File: src/rtl/floo_axis_beat_serializer.sv
// floo_axis_beat_serializer: splits one wide AXIS word into NumBeats narrow
// beats, LSB first, with last/index sideband and a zero-bubble reload path.
module floo_axis_beat_serializer #(
  parameter int unsigned DataWidth = 72,
  parameter int unsigned BeatWidth = 16
) (
  input  logic                                  clk_i,
  input  logic                                  rst_ni,
  input  logic                                  in_valid_i,
  output logic                                  in_ready_o,
  input  logic [DataWidth-1:0]                  in_data_i,
  output logic                                  out_valid_o,
  input  logic                                  out_ready_i,
  output logic [BeatWidth-1:0]                  out_data_o,
  output logic                                  out_last_o,
  output logic [((DataWidth + BeatWidth - 1) / BeatWidth > 1 ?
                 $clog2((DataWidth + BeatWidth - 1) / BeatWidth) : 1)-1:0] out_idx_o,
  output logic                                  busy_o
);

  localparam int unsigned NumBeats  = (DataWidth + BeatWidth - 1) / BeatWidth;
  localparam int unsigned CntWidth  = (NumBeats > 1) ? $clog2(NumBeats) : 1;
  localparam int unsigned SregWidth = NumBeats * BeatWidth;
  localparam logic [CntWidth-1:0] LastIdx = CntWidth'(NumBeats - 1);

  typedef enum logic {
    StIdle = 1'b0,
    StSend = 1'b1
  } state_e;

  state_e               r_state;
  logic [SregWidth-1:0] r_sreg;
  logic [CntWidth-1:0]  r_cnt;
  logic                 r_last;

  logic                 w_out_hs;
  logic                 w_in_hs;
  logic                 w_in_ready;

  // Handshake decode; ready depends on downstream ready only, never on in_valid_i.
  always_comb begin
    w_out_hs   = (r_state == StSend) & out_ready_i;
    w_in_ready = (r_state == StIdle) | (w_out_hs & r_last);
    w_in_hs    = in_valid_i & w_in_ready;
  end

  // State, shift register, beat counter and registered last flag.
  always_ff @(posedge clk_i or negedge rst_ni) begin
    if (!rst_ni) begin
      r_state <= StIdle;
      r_sreg  <= '0;
      r_cnt   <= '0;
      r_last  <= 1'b0;
    end else if (w_in_hs) begin
      // Load from idle or reload on the final beat: beat 0 shows next cycle.
      r_state <= StSend;
      r_sreg  <= SregWidth'(in_data_i);
      r_cnt   <= '0;
      r_last  <= (NumBeats == 1);
    end else if (w_out_hs) begin
      if (r_last) begin
        r_state <= StIdle;
        r_last  <= 1'b0;
      end else begin
        r_sreg  <= r_sreg >> BeatWidth;
        r_cnt   <= r_cnt + CntWidth'(1);
        r_last  <= ((r_cnt + CntWidth'(1)) == LastIdx);
      end
    end
  end

  // Outputs come straight from registers except the ready path.
  always_comb begin
    in_ready_o  = w_in_ready;
    out_valid_o = (r_state == StSend);
    busy_o      = (r_state == StSend);
    out_data_o  = r_sreg[BeatWidth-1:0];
    out_last_o  = r_last;
    out_idx_o   = r_cnt;
  end

endmodule

File: config.mk
export PLATFORM = sky130hd
export DESIGN_NAME = floo_axis_beat_serializer
export DESIGN_NICKNAME = d
export VERILOG_FILES = /design/src/rtl/floo_axis_beat_serializer.sv
export SDC_FILE = /design/constraint.sdc
export NUM_CORES = 1
export LEC_CHECK = 0
export ABC_CLOCK_PERIOD_IN_PS = 1600
export CORE_MARGIN = 10
export CORE_UTILIZATION = 33
export CTS_BUF_LIST = sky130_fd_sc_hd__clkbuf_16
export DETAILED_ROUTE_END_ITERATION = 16
export PLACE_DENSITY = 0.63
export SLEW_MARGIN = 20
export SYNTH_ARGS = -nofsm -noshare
export SYNTH_HDL_FRONTEND = slang
export SYNTH_SLANG_ARGS = --single-unit
File: constraint.sdc
create_clock -name clk_i -period 1.6 [get_ports clk_i]
set_clock_uncertainty 0.1 [all_clocks]
set_input_delay 0.32 -clock clk_i [delete_from_list [all_inputs] [get_ports clk_i]]
set_output_delay 0.32 -clock clk_i [all_outputs]
set_load 0.02 [all_outputs]
==> impl_metrics.toml <==
[status]
outcome = "finished clean"

[clock_network]
cts_tree = "built"
cts_root_buf = "clkbuf_16"
clock-sinks = 77
cts.reportedPaths.clkPinSlew_ns = 0.07
cts_buffers = 9
clock_latency_ns = 0.34
ctsHtreeMaxLevel = 3
cts_buffer_depth = 2
postCtsSetupRepairBufs = 0

[synth]
synthTopCellsByCount = "dfrtp_1 (77), o21ai_0 (66), nor2_1 (45), nor3b_1 (42), o221a_2 (42)"
syn_avg_cell_area_um2 = 9.74
yosys.cell_types.count = 26
syn_inst = 420
synth.most_common_cell = "dfrtp_1"
yosys-top-cells-area = "dfrtp_1 (47%), o221a_2 (12%), o21ai_0 (8.1%)"
synth-main-ff-cell = "dfrtp_1"
synth_nets = 498
ys_seq_elements = 77
synth_edf_count = 0
yosys_warnings = 0
yosysTopAreaCell = "dfrtp_1"
ys_seq_area_share_pct = 47.1
synth_area_mm2 = 0.00409
synth_top_area_share_pct = 47.1
ys_async_sr_fraction_pct = 100

[placed_design]
dp_hpwl_mm = 8.76
port_buffers = 98
routabilityCongestion = 0.793

[cells_and_area]
fill_cells = 1163
n_antenna_cell = 0
area_delta_synth_final_pct = 36.0
nets = 579
final_layout_size_suffix_gt1_share_pct = 21.1
final_core_util_pct = 46.1

[critical_path]
cp-end-kind = "flop"
worstPathMaxFanout = 28
crit_type = "flop to flop"
arrival_ns = 1.70
slowest_stage = "dfrtp_1"
crit_path_max_incr_delay_ns = 0.40
crit_path_frequent_cell = "buf_12"
cp_cell_sequence = "a21bo_2 -> buf_12 -> nand2_2 -> buf_12 -> o221a_2"
worstPathRequired_ns = 1.72
setup.worst_path.start_class = "flop"

[timing]
timing.hold.ws_ns = 0.371
fmax_ghz = 0.633
min_period_ns = 1.58
period_share_pct = 98.8
drv_slew = 0
rsz0062_at_grt = "yes"
relSlewSlack_pct = 70.4
tightest_slew_ns = 0.444
final-setup-viol-count = 0
tns_ns = 0
final_hold_viol_count = 0

[floorplanning]
die-area_mm2 = 0.0173
io_pins = 99
coreArea_mm2 = 0.0121
initial_core_util_pct = 33.9
die_x_um = 131
die_h_um = 131
rows = 40

[pwr]
leakagePower_nw = 2.29
total_power_mw = 8.89
power_density_mw_per_mm2 = 1600
irDropWorstVdd_v = 0.000623

[global_routing]
antenna_found_initial = 0
grt_pass1_wl_mm = 19.3
grt_max_degree = 36
gr-total-overflow = 0
grt_use_total_pct = 13.6
grt_pass1_vias = 3485

[routing]
vias = 3471
drcViolationCount = 0
drt_iter0_markers = 258
drt_first_pass_iters = 4
post_drt_via_cell_ratio = 5.15
routed_wl_mm = 11.9
postRouteAntennaNets = 0
wl_per_cell_um = 17.6

[worst_hold_path]
hp-class = "primary input to asynchronous set/reset pin"

[flow_run]
drv_cap = 0
==> per-stage QoR <==
| stage | setup slack [ns] | area, um2 | cells |
|---|---|---|---|
| floorplan | 0.00447 | 4090 | 420 |
| CTS | -0.168 | 5530 | 674 |
| finish | 0.0196 | 5560 | 674 |
| global route | -0.0235 | 5560 | 674 |
| detailed placement | -0.133 | 5210 | 657 |
| global placement | -0.0980 | 5210 | 657 |
==> flip-flops by register name, summed over array words and instances, names as in the netlist <==
register / count
out_last_o: 1
r_sreg: 72
busy_o: 1
out_idx_o: 3
==> layout by cell type (no fill, tap or decap), types with 2 or more instances in the layout <==
master	instances
buf_4	22
clkbuf_16	9
o221a_2	42
buf_12	7
nand3b_1	2
clkdlybuf4s50_1	73
o21ai_2	7
o21ai_0	66
a21oi_1	2
buf_2	2
a32oi_1	14
nor2_1	45
nor3b_1	40
dfrtp_1	77
inv_1	17
nand3_1	16
nand2_1	20
ha_1	2
buf_6	2
nor3b_2	2
inv_6	2
dlygate4sd2_1	19
clkinvlp_4	2
bufinv_16	2
==> critical path, delay by kind of cell, from the launching register on <==
| kind | cells | cell delay [ns] |
|---|---|---|
| AOI/OAI and AO/OA | 2 | 0.54 |
| DFF | 1 | 0.40 |
| buffers and inverters | 2 | 0.33 |
| and+or+nand+nor | 1 | 0.09 |
==> area by class of cell <==
type	count	area [um2]	area share, %
clock buffers	9	225	4.05
clock inverters	7	97.6	1.75
flip-flops and latches	77	1930	34.6
multi-input cells	267	1760	31.7
inverters	17	63.8	1.15
well taps	168	210	3.78
repair buffers	129	1280	22.9
==> timing repair <==
| action | CTS | global route |
|---|---|---|
| hold endpoints to repair | 30 | 0 |
| setup endpoints to repair | 65 | 60 |
| resized for setup | 30 | 18 |
| hold buffers | 1 | 0 |
==> per-layer routing <==
layer / vias to the layer above / routed length (um) / global-route usage, %
met4: 0 / 174 / 4.76
met5: - / 0 / 0
li1: 1682 / - / -
met1: 1658 / 5760 / 19.1
met2: 116 / 5260 / 20.0
met3: 15 / 661 / 3.32
==> cell families (layout without fill, tap and decap cells) <==
family | Yosys count | count (layout) | synth area share [%]
AO/OA/AOI/OAI | 134 | 134 | 25.1
XOR/XNOR | 1 | 1 | 0.214
adder cells (fa/ha/maj) | 2 | 2 | 0.612
buffers and inverters | 76 | 162 | 10.1
flip-flops | 77 | 77 | 47.1
AND/OR/NAND/NOR | 130 | 130 | 16.8
==> final timing paths <==
kind | start | endpoint | slack [ns] | cells after the start
worst max-delay path | busy_o | r_sreg[40] | 0.02 | 5
worst min-delay path | rst_ni | r_sreg[2] | 0.37 | 2
worst max register to register | busy_o | r_sreg[40] | 0.02 | 5
worst min register to register | r_sreg[62] | r_sreg[62] | 0.43 | 2
max in group asynchronous | rst_ni | r_sreg[58] | 0.53 | 3
min in group clk_i | r_sreg[62] | r_sreg[62] | 0.43 | 2
==> power breakdown <==
part / switching (mW) / internal [mW]
clock: 0.858 / 1.37
combinational: 1.62 / 1.66
sequential: 0.632 / 2.75
Power figures use the tool's default switching activity.
